File: config.mk
export PLATFORM = sky130hd
export DESIGN_NAME = fetch_pc_unit
export DESIGN_NICKNAME = d
export VERILOG_FILES = /design/src/rtl/fetch_pc_unit_pkg.sv /design/src/rtl/fetch_pc_unit_npc_target_sel.sv /design/src/rtl/fetch_pc_unit.sv
export SDC_FILE = /design/constraint.sdc
export NUM_CORES = 1
export LEC_CHECK = 0
export CORE_MARGIN = 1
export CORE_UTILIZATION = 46
export CTS_CLUSTER_DIAMETER = 150
export DETAILED_ROUTE_END_ITERATION = 12
export PLACE_DENSITY = 0.83
export SYNTH_ARGS = -nofsm -noshare
export SYNTH_HDL_FRONTEND = slang
export SYNTH_SLANG_ARGS = --single-unit
export TNS_END_PERCENT = 1
File: constraint.sdc
create_clock -name clk -period 4.8 [get_ports clk]
set_input_delay 0.48 -clock clk [delete_from_list [all_inputs] [get_ports clk]]
set_output_delay 0.48 -clock clk [all_outputs]
set_load 0.1 [all_outputs]
File: src/rtl/fetch_pc_unit_pkg.sv
// Shared constants and FSM state type for the fetch PC unit.
package fetch_pc_unit_pkg;

   localparam logic [31:0] DEFAULT_RESET_PC   = 32'h0000_3000;
   localparam logic [31:0] DEFAULT_EXC_VECTOR = 32'h0000_4180;

   typedef enum logic {
      IDLE = 1'b0,
      HOLD = 1'b1
   } pc_state_t;

endpackage

File: src/rtl/fetch_pc_unit_npc_target_sel.sv
// Next-PC target computation and priority select: exc > eret > jump > jr > branch.
// Sequential fallback (pc + 4 or held target) is resolved by the caller.
module npc_target_sel #(
   parameter int unsigned       WIDTH      = 32,
   parameter logic [WIDTH-1:0]  EXC_VECTOR = WIDTH'(32'h0000_4180)
) (
   input  logic             exc,
   input  logic             eret,
   input  logic             branch,
   input  logic             jump,
   input  logic             jr,
   input  logic [WIDTH-1:0] pc_br,
   input  logic [15:0]      imm16,
   input  logic [25:0]      imm26,
   input  logic [WIDTH-1:0] rs_data,
   input  logic [WIDTH-1:0] epc,
   output logic             trap_valid,
   output logic [WIDTH-1:0] trap_target,
   output logic             redir_valid,
   output logic [WIDTH-1:0] redir_target
);

   logic [WIDTH-1:0] pc_br_plus4;
   logic [WIDTH-1:0] branch_offset;
   logic [WIDTH-1:0] branch_target;
   logic [WIDTH-1:0] jump_target;

   // Branch offset is in words; jump keeps the region bits of the delay-slot PC.
   always_comb begin
      pc_br_plus4   = pc_br + WIDTH'(4);
      branch_offset = {{(WIDTH-18){imm16[15]}}, imm16, 2'b00};
      branch_target = pc_br_plus4 + branch_offset;
      jump_target   = {pc_br_plus4[WIDTH-1:28], imm26, 2'b00};

      trap_valid  = exc | eret;
      trap_target = exc ? EXC_VECTOR : epc;

      redir_valid = jump | jr | branch;
      if (jump)
         redir_target = jump_target;
      else if (jr)
         redir_target = rs_data;
      else
         redir_target = branch_target;
   end

endmodule

File: src/rtl/fetch_pc_unit.sv
// Fetch PC register with stall-tolerant redirect holding and exception entry/return.
// Define FETCH_PC_EXC_EN to enable exc/eret/epc; otherwise they are ignored and epc stays 0.
module fetch_pc_unit
   import fetch_pc_unit_pkg::*;
#(
   parameter int unsigned       WIDTH      = 32,
   parameter logic [WIDTH-1:0]  RESET_PC   = WIDTH'(DEFAULT_RESET_PC),
   parameter logic [WIDTH-1:0]  EXC_VECTOR = WIDTH'(DEFAULT_EXC_VECTOR)
) (
   input  logic             clk,
   input  logic             reset,
   input  logic             stall,
   input  logic             branch,
   input  logic             jump,
   input  logic             jr,
   input  logic [WIDTH-1:0] pc_br,
   input  logic [15:0]      imm16,
   input  logic [25:0]      imm26,
   input  logic [WIDTH-1:0] rs_data,
   input  logic             exc,
   input  logic             eret,
   input  logic [WIDTH-1:0] exc_pc,
   output logic [WIDTH-1:0] pc,
   output logic [WIDTH-1:0] pc_plus4,
   output logic [WIDTH-1:0] epc,
   output logic             redirect_pending
);

   pc_state_t        state_q, state_next;
   logic [WIDTH-1:0] pc_q, pc_next;
   logic [WIDTH-1:0] epc_q, epc_next;
   logic [WIDTH-1:0] held_q, held_next;

   logic             exc_take;
   logic             eret_take;
   logic             trap_valid;
   logic [WIDTH-1:0] trap_target;
   logic             redir_valid;
   logic [WIDTH-1:0] redir_target;

`ifdef FETCH_PC_EXC_EN
   assign exc_take  = exc;
   assign eret_take = eret;
`else
   logic unused_exc_inputs;
   assign unused_exc_inputs = exc ^ eret;
   assign exc_take  = 1'b0;
   assign eret_take = 1'b0;
`endif

   npc_target_sel #(
      .WIDTH      (WIDTH),
      .EXC_VECTOR (EXC_VECTOR)
   ) u_npc_target_sel (
      .exc          (exc_take),
      .eret         (eret_take),
      .branch       (branch),
      .jump         (jump),
      .jr           (jr),
      .pc_br        (pc_br),
      .imm16        (imm16),
      .imm26        (imm26),
      .rs_data      (rs_data),
      .epc          (epc_q),
      .trap_valid   (trap_valid),
      .trap_target  (trap_target),
      .redir_valid  (redir_valid),
      .redir_target (redir_target)
   );

   assign pc_plus4 = pc_q + WIDTH'(4);

   // Traps bypass stall; a stalled redirect parks in held_q until the stall lifts,
   // and a fresh redirect on the release cycle beats the parked one.
   always_comb begin
      state_next = state_q;
      pc_next    = pc_q;
      epc_next   = epc_q;
      held_next  = held_q;

      if (trap_valid) begin
         pc_next    = trap_target;
         state_next = IDLE;
         held_next  = '0;
         if (exc_take)
            epc_next = exc_pc;
      end else if (stall) begin
         if (redir_valid) begin
            held_next  = redir_target;
            state_next = HOLD;
         end
      end else begin
         if (redir_valid)
            pc_next = redir_target;
         else if (state_q == HOLD)
            pc_next = held_q;
         else
            pc_next = pc_plus4;
         state_next = IDLE;
         held_next  = '0;
      end
   end

   always_ff @(posedge clk) begin
      if (reset) begin
         state_q <= IDLE;
         pc_q    <= RESET_PC;
         epc_q   <= '0;
         held_q  <= '0;
      end else begin
         state_q <= state_next;
         pc_q    <= pc_next;
         epc_q   <= epc_next;
         held_q  <= held_next;
      end
   end

   assign pc               = pc_q;
   assign epc              = epc_q;
   assign redirect_pending = (state_q == HOLD);

endmodule

==> results.toml <==
[global_route]
grt_antenna_before_repair = 0
track_usage_pct = 28.2
grt_pass1_wl_mm = 32.7
grt_pass1_vias = 6651
grt_max_degree = 53
grt-ovfl-total = 0

[synth]
yosys.area.top_type = "dfxtp_1"
syn_area_per_cell_sq_um = 7.35
synth-compound-area-share_pct = 26.9
synth_top_family_by_area = "compound AO/OA/AOI/OAI gates"
netlist_top_cells_area = "dfxtp_1 (20%), xnor2_1 (7.0%), ha_1 (6.9%), a21oi_1 (6.7%), nand2_1 (6.2%)"
async_flop_share_pct = 0
ys_seq_area_share_pct = 20.0
synth_seq_cells = 65
synthAdderAreaFrac_pct = 7.24
ys_warn_count = 0
syn_area_sq_um = 6490
synthCells = 883
synth-xor-area-share_pct = 9.98
synth-simple-area-share_pct = 24.3
synth_top_area_share_pct = 20.0
synth_mux_area_share_pct = 2.45
synth.distinct_cells = 77
synth_flop_cell = "dfxtp_1"
synth_edf_count = 0

[timing]
maxSlewViolCount = 0
skew_ps = 8.86
max_freq_mhz = 235
rsz0062_at_grt = "no"
setup-tns-final_ps = 0
layout_min_cycle_time_ps = 4250
hold_violations = 0
slew_headroom_pct = 34.1
worstMarginPinSlew_ps = 986
setup_violations = 0
period_share_pct = 88.5

[drt]
firstDrtPassIters = 5
drc = 0
vias = 7096
wl_per_cell_microns = 16.8
drtAntennaViolNets = 0
viasPerCell = 5.79
drt-total-wl_mm = 20.5
drt_iter0_drc = 594

[setup_path]
cp.required_ps = 4990
worst_ep_arrival_time_ps = 4430
cp-end-kind = "register"
start_kind = "primary input"
r2r.worst_path.cells = 8
critPathKind = "primary input to register"
cp_max_fo = 9

[placement]
post-dp-hpwl_mm = 16.3
io_buffer_count = 176
gp_congestion = 0.933

[finish]
drive_above_1_share_pct = 5.64
area_growth_pct = 31.1
final_cell_mix = "clkdlybuf4s50_1 (172), nand2_1 (108), a21oi_1 (87), nor2_1 (77), dfxtp_1 (65)"
post-route-util_pct = 61.6
num-nets-final = 1224
antenna_cells = 0
nFillCells = 1244
layout_commonest_cell = "clkdlybuf4s50_1"

[cts]
cts-root-buf = "clkbuf_16"
cts_buffers = 9
clock-sinks = 65
insertion_delay_ps = 340
hold_buffers = 0
post_cts.repair.setup_buffers = 0
cts_max_level = 3
cts-resized-gates = 0
cts_tree = "yes"
clkSlewWorstSetupHoldPaths_ps = 50
clockBufferDepth = 2

[floorplan]
die-width_microns = 121
initial_utilization_pct = 47.0
num_io_pins = 243
num_rows = 43
core_area_sq_um = 13800
die_y_microns = 121
dieArea_sq_um = 14600

[hold_path]
whs_path_depth = 2
min_path_type = "register to register"

[job]
maxCapViolations = 0

[outcome]
status = "complete, no violations"

[pwr]
leakagePower_nw = 3.37
ir_worst_vdd_mv = 0.175
power.density_nw_per_um2 = 270
==> cells by family (layout without fill, tap and decap cells) <==
family,Yosys count,in the layout
and+or+nand+nor,322,322
AOI/OAI and AO/OA,256,256
buffers and inverters,113,245
xor gates and xnor gates,74,74
DFF,65,65
adders and majority gates,37,37
muxes,15,15
other,1,32
==> layer usage <==
layer	track usage (%)	wire [microns]	share of wire, %
met2	46.8	9490	46
met4	10.1	526	2.6
met1	36.9	8990	44
met3	4.39	1540	7.5
met5	0	0	0
==> worst max-delay path: stages <==
cell and delay (ps):
clkdlybuf4s50_1 560, and4_1 310, and2_1 200, nand2_1 130
nor3_1 370, nand2_1 120, xnor2_1 140, ha_1 400
a21o_1 220, a21oi_2 180, o21ai_0 120, a221oi_1 420
mux2i_1 160, a2111oi_2 490, a221oi_1 130
==> report_power, final <==
group          switching [mW]  internal, mW  total [mW]
registers              0.0376         0.576       0.613
clock network           0.231         0.345       0.576
logic                   0.772         0.341        1.11
total                    1.04          1.26        2.30
==> stage by stage <==
| step | total power [mW] | instance area (sq um) | hold WS [ps] | setup WS, ps | std cells |
|---|---|---|---|---|---|
| 2_1_floorplan | 1.44 | 6610 | 429 | 289 | 914 |
| 3_3_place_gp | 1.71 | 8260 | 437 | 348 | 1210 |
| 3_5_place_dp | 1.72 | 8260 | 442 | 289 | 1210 |
| 4_1_cts | 2.30 | 8510 | 449 | 617 | 1226 |
| 5_1_grt | 2.40 | 8510 | 475 | 305 | 1226 |
| 6_report | 2.30 | 8510 | 453 | 552 | 1226 |
==> cells in the mapped netlist, types with 22 or more instances <==
cell type and number:
xor2_1 22, xnor2_1 52, buf_4 39, a221oi_1 24, nand3_1 38, clkbuf_1 30, a21oi_1 87, inv_1 36
nand2_1 108, dfxtp_1 65, ha_1 36, nor2_1 77, o21ai_0 37
==> final cells by class <==
cell class / count / area, sq um / area share [%]
multi-input cells: 736 / 4720 / 55.5
repair buffers: 192 / 1870 / 22.0
clock inverters: 4 / 20.0 / 0.235
inverters: 37 / 139 / 1.63
well taps: 180 / 225 / 2.65
flip-flops and latches: 65 / 1300 / 15.3
clock buffers: 12 / 236 / 2.78
==> path summary, 6_finish.rpt <==
check | startpoint | end | slack, ps
worst max register to register | pc[9] | pc[31] | 2110
worst min register to register | held_q[4] | held_q[4] | 450
worst min-delay path | held_q[4] | held_q[4] | 450
worst max-delay path | pc_br[4] | pc[29] | 550
==> state kept, by name, indices dropped and copies added (netlist names) <==
register and cells:
held_q 32, pc 32, redirect_pending 1
Note: power is estimated with default switching activity, not from simulation.
